$ cat src/rtl/uart_tx_arbiter.sv
// uart_tx_arbiter: round-robin scheduler that shares one UART transmitter
// between NREQ byte-stream requesters. A byte is accepted over a per-requester
// valid/ready handshake, handed to the transmitter with a one-cycle start
// pulse, and the next byte is only scheduled after the transmitter reports
// done. A watchdog returns the block to IDLE if done never arrives.
module uart_tx_arbiter #(
  parameter int NREQ    = 4,
  parameter int ID_W    = 2,
  parameter int TIMEOUT = 100000
) (
  input  logic                clk,
  input  logic                rst,
  input  logic [NREQ-1:0]     req_valid,
  input  logic [8*NREQ-1:0]   req_data,
  output logic [NREQ-1:0]     req_ready,
  input  logic                uart_ready_in,
  input  logic                uart_tx_done_in,
  output logic [7:0]          uart_data_out,
  output logic                uart_start_out,
  output logic [ID_W-1:0]     grant_id,
  output logic                busy,
  output logic                timeout_err,
  output logic [7:0]          err_cnt
);

  // Watchdog counter only has to reach TIMEOUT-1.
  localparam int                CNT_W    = (TIMEOUT > 2) ? $clog2(TIMEOUT) : 1;
  localparam logic [CNT_W-1:0]  CNT_LAST = CNT_W'(TIMEOUT - 1);
  localparam logic [ID_W-1:0]   ID_LAST  = ID_W'(NREQ - 1);

  typedef enum logic [1:0] {
    S_IDLE  = 2'd0,
    S_START = 2'd1,
    S_WAIT  = 2'd2
  } state_t;

  state_t             state_q;
  logic [7:0]         data_q;
  logic               start_q;
  logic [ID_W-1:0]    grant_q;
  logic [ID_W-1:0]    last_grant_q;
  logic               terr_q;
  logic [7:0]         err_q;
  logic [CNT_W-1:0]   cnt_q;

  logic               win_found_d;
  logic [ID_W-1:0]    win_idx_d;
  logic [ID_W-1:0]    cand_d;
  logic [7:0]         win_byte_d;
  logic               fire_d;

  // Error counter sticks at 255 rather than wrapping.
  function automatic logic [7:0] sat_inc(input logic [7:0] v);
    return (v == 8'hFF) ? 8'hFF : v + 8'd1;
  endfunction

  // Round-robin pick: first valid requester after the last grant, with wrap;
  // the handshake completes combinationally while idle and the UART is ready.
  always_comb begin
    win_found_d = 1'b0;
    win_idx_d   = '0;
    cand_d      = '0;
    for (int k = 1; k <= NREQ; k++) begin
      cand_d = ID_W'((int'(last_grant_q) + k) % NREQ);
      if (!win_found_d && req_valid[cand_d]) begin
        win_found_d = 1'b1;
        win_idx_d   = cand_d;
      end
    end
    win_byte_d = '0;
    for (int i = 0; i < NREQ; i++) begin
      if (win_idx_d == ID_W'(i)) win_byte_d = req_data[8*i +: 8];
    end
    fire_d    = (state_q == S_IDLE) && uart_ready_in && win_found_d;
    req_ready = '0;
    for (int i = 0; i < NREQ; i++) begin
      req_ready[i] = fire_d && (win_idx_d == ID_W'(i));
    end
  end

  // Scheduler FSM: accept byte, pulse start, wait for done or watchdog expiry.
  always_ff @(posedge clk) begin
    if (!rst) begin
      state_q      <= S_IDLE;
      data_q       <= 8'h00;
      start_q      <= 1'b0;
      grant_q      <= '0;
      last_grant_q <= ID_LAST;
      terr_q       <= 1'b0;
      err_q        <= 8'h00;
      cnt_q        <= '0;
    end else begin
      start_q <= 1'b0;
      terr_q  <= 1'b0;
      case (state_q)
        S_IDLE: begin
          if (fire_d) begin
            data_q       <= win_byte_d;
            grant_q      <= win_idx_d;
            last_grant_q <= win_idx_d;
            start_q      <= 1'b1;
            state_q      <= S_START;
          end
        end
        S_START: begin
          // Done is ignored here so a stale pulse cannot end the next WAIT.
          cnt_q   <= '0;
          state_q <= S_WAIT;
        end
        S_WAIT: begin
          cnt_q <= cnt_q + 1'b1;
          if (uart_tx_done_in) begin
            state_q <= S_IDLE;
          end else if (cnt_q == CNT_LAST) begin
            state_q <= S_IDLE;
            terr_q  <= 1'b1;
            err_q   <= sat_inc(err_q);
          end
        end
        default: state_q <= S_IDLE;
      endcase
    end
  end

  assign uart_data_out  = data_q;
  assign uart_start_out = start_q;
  assign grant_id       = grant_q;
  assign busy           = (state_q != S_IDLE);
  assign timeout_err    = terr_q;
  assign err_cnt        = err_q;

endmodule

$ cat config.mk
export PLATFORM = sky130hd
export DESIGN_NAME = uart_tx_arbiter
export DESIGN_NICKNAME = d
export VERILOG_FILES = /design/src/rtl/uart_tx_arbiter.sv
export SDC_FILE = /design/constraint.sdc
export NUM_CORES = 1
export LEC_CHECK = 0
export ABC_AREA = 1
export CAP_MARGIN = 10
export CORE_ASPECT_RATIO = 0.75
export CORE_UTILIZATION = 50
export CTS_BUF_LIST = sky130_fd_sc_hd__clkbuf_8
export CTS_CLUSTER_SIZE = 14
export DETAILED_ROUTE_END_ITERATION = 8
export GPL_TIMING_DRIVEN = 0
export HOLD_SLACK_MARGIN = 0.15
export PLACE_DENSITY = 0.78
export SYNTH_ARGS = -nofsm -noshare
export SYNTH_HDL_FRONTEND = slang
export SYNTH_SLANG_ARGS = --single-unit
$ cat constraint.sdc
create_clock -name clk -period 3.65 [get_ports clk]
set_input_delay 0.365 -clock clk [delete_from_list [all_inputs] [get_ports clk]]
set_output_delay 0.365 -clock clk [all_outputs]
set_load 0.01 [all_outputs]
==> run metrics <==
status=complete, no violations; Layout area overhead=33.83%; total track usage=between 20% and 30%; Final period util=82.29%; Ant. Diodes=0; maximum buffer depth of the clock tree=2; crit path kind=primary input to output pin; Peak Freq=332.9 MHz; R2R Path Start=state_q[0]; cell area after synthesis=approximately 2400 sq um; Worst-Margin Slew=about 0.44 ns; Seq pwr share=between 20% and 30%; Synth Instances=roughly 360; Wirelength per Cell=12.15 um; PortBufs=64; Worst setup EP type=output pin; Clk pwr share=between 10 and 15%; CORE AREA=between 4000 and 5000 sq um; final setup vio count=0; routed metal-1 wirelength=between 2000 and 3000 um; critical path startpoint category=primary input; headroom to the max-slew limit=a little under three quarters; Seq/Total Area, Yosys=between 30 and 40%; initial antenna violation count=0; post-DP HPWL=about 4700 um; RSZ-0062 raised after global routing=no; DR iter-0 viols=between 90 and 100; Power per Cell Area=736.5 nW/um^2; first-pass GRT wire length=between 10000 and 15000 um; Final Cell Area=~3200 sq um; Post-CTS Hold Buffers=0; met2 wire len=roughly 2500 um; antenna-violating nets left=0; Net Switching=around 1.1 mW; Setup Skew=between 0.002 and 0.0025 ns; Critical path origin=req_valid[0]; GR Overflow Total=0; DR pass1 iterations=4; P_leak=1.358 nW; CP max FO=10; vias in the first global route=2409; die area=~5000 sq um; Sw Share=45.99%; critical path arrival=roughly 2.6 ns; DRC Markers=0; DIE HEIGHT=~62 um; drt total wl=5894 um; Skew-Pair Late Insertion Delay=0.29 ns; Critical Path RT=roughly 3.3 ns; setup_tns=0 ns; combinational share of power=between 60% and 70%; Worst VDD drop=between 0.6 and 0.7 mV; #FFs+latches synth=41; met3 WL=roughly 360 um; Mean Syn Cell Area=6.754 sq um; CTS tree=done; post-CTS setup buffers=0; yosys warns=0; via count=2503; placed inst area=around 3100 sq um; Reg2Reg Setup Slack=1.38 ns; Fin. Hold Viols=0; Die X-Extent=between 80 and 90 um; number of CTS-inserted buffers=5; post_cts resized=0; synthesized net count=403; Slew Limit Fails=0; DR top layer=met4; largest net degree at the start of global routing=13; Max-cap violations=0; initial core utilization=53.04%; Placer Congestion=between 0.8 and 0.9; DR vias/cell=approximately 5.2; fin crit period=~3 ns; num ports=65; Layout Nets=474; worst hold path type=flip-flop to flip-flop; H-tree depth=2; hold_sp=uart_data_out[3]; clk sinks=41; layout cell share with drive strength beyond 1=around 11%; Root Buffer=clkbuf_8; Netlist cell types=37; clk slew on worst S/H paths=~0.070 ns; row count=21; P_int=around 1.3 mW; fillers=around 390
power by group through the flow:
stage | registers [mW] | clock network [mW] | logic [mW]
2_1_floorplan | 0.588 | 0 | 1.02
3_3_place_gp | 0.566 | 0 | 1.43
3_5_place_dp | 0.568 | 0 | 1.46
4_1_cts | 0.561 | 0.356 | 1.47
5_1_grt | 0.569 | 0.373 | 1.63
6_report | 0.561 | 0.348 | 1.47
kinds of logic (layout without fill, tap and decap cells):
group,count (synthesis),count (layout),synth area share [%]
adder cells (fa/ha/maj),6,6,3.114
flip-flops,41,41,34.04
buffers and inverters,57,128,10.48
AND/OR/NAND/NOR,198,198,39.39
AO/OA/AOI/OAI,55,55,12.97
stage by stage:
stage	hold slack, ns	total power [mW]	setup slack (ns)	cells	utilization (%)
global placement	0.4500	1.997	0.6806	478	68.70
floorplan	0.4268	1.606	1.730	357	-
global route	0.4921	2.577	0.4548	485	70.99
detailed placement	0.4559	2.030	0.6554	478	68.70
finish	0.4674	2.377	0.6464	485	70.99
CTS	0.4659	2.387	0.6552	485	70.99
Yosys cell counts:
cell | number | area, sq um
o21ai_2 | 1 | 8.760
inv_2 | 5 | 18.77
nand2_4 | 3 | 33.78
nand2_2 | 10 | 62.56
nor3_1 | 14 | 70.07
a21oi_1 | 22 | 110.1
o211ai_1 | 3 | 22.52
nor4_2 | 2 | 25.02
nand4_2 | 1 | 12.51
nor2_2 | 3 | 18.77
o21ai_0 | 11 | 55.05
buf_4 | 1 | 7.510
nand3_1 | 31 | 155.2
o21ai_1 | 9 | 45.04
a221oi_1 | 1 | 8.760
buf_6 | 3 | 33.78
nand3_2 | 1 | 10.01
o221ai_1 | 2 | 17.52
clkinv_1 | 2 | 7.510
ha_1 | 6 | 75.07
nand2_1 | 83 | 311.6
and3_1 | 1 | 6.260
o31ai_1 | 2 | 15.01
nor2_4 | 3 | 33.78
nand4_1 | 7 | 43.79
inv_6 | 1 | 8.760
o21a_1 | 1 | 7.510
a31oi_1 | 1 | 6.260
nand3_4 | 1 | 17.52
inv_1 | 40 | 150.1
a21boi_1 | 1 | 7.510
a21oi_2 | 1 | 8.760
inv_4 | 3 | 18.77
clkbuf_1 | 2 | 7.510
nor2_1 | 37 | 138.9
nor3_2 | 1 | 10.01
dfxtp_1 | 41 | 820.8
per-layer routing:
layer | global-route usage, % | vias up
met5 | 0 | -
met1 | 33.73 | 1111
met4 | 8.772 | 0
met2 | 39.46 | 67
met3 | 7.647 | 12
li1 | - | 1313
sequential cells by signal, indices dropped and copies added (netlist names):
signal	flops
grant_id	2
cnt_q	17
state_q	2
timeout_err	1
last_grant_q	2
uart_data_out	8
err_cnt	8
uart_start_out	1
area by class of cell:
type | instances | area, sq um | area share [%]
inverter | 51 | 203.9 | 6.320
tap | 57 | 71.32 | 2.210
clock buffer | 5 | 68.82 | 2.133
timing repair buffer | 64 | 640.6 | 19.85
multi-input combinational | 259 | 1338 | 41.45
sequential | 41 | 820.8 | 25.44
buffer | 6 | 48.80 | 1.512
clock inverter | 2 | 35.03 | 1.086
final timing paths:
path,endpoint,depth (start not counted)
hold / removal,uart_data_out[3],2
setup reg to reg,cnt_q[15],15
hold reg to reg,uart_data_out[3],2
setup / recovery,req_ready[1],13
layout by cell type (no fill, tap or decap), types with 7 or more instances in the layout:
cell type / Yosys / routed
a21oi_1: 22 / 22
nand2_2: 10 / 10
nand2_1: 83 / 83
inv_1: 40 / 40
nand4_1: 7 / 7
o21ai_1: 9 / 9
nor3_1: 14 / 14
clkdlybuf4s50_1: 0 / 64
nor2_1: 37 / 37
dfxtp_1: 41 / 41
o21ai_0: 11 / 11
nand3_1: 31 / 31
worst max-delay path: stages:
cell	delay, ns
clkdlybuf4s50_1	0.51
nand2_1	0.08
nand2_2	0.10
nand2_1	0.07
nand2_1	0.11
inv_2	0.06
nand4_1	0.13
nand3_4	0.16
inv_4	0.16
buf_6	0.16
nand2_1	0.10
nor2_1	0.10
clkdlybuf4s50_1	0.55
Note: power is estimated with default switching activity, not from simulation.
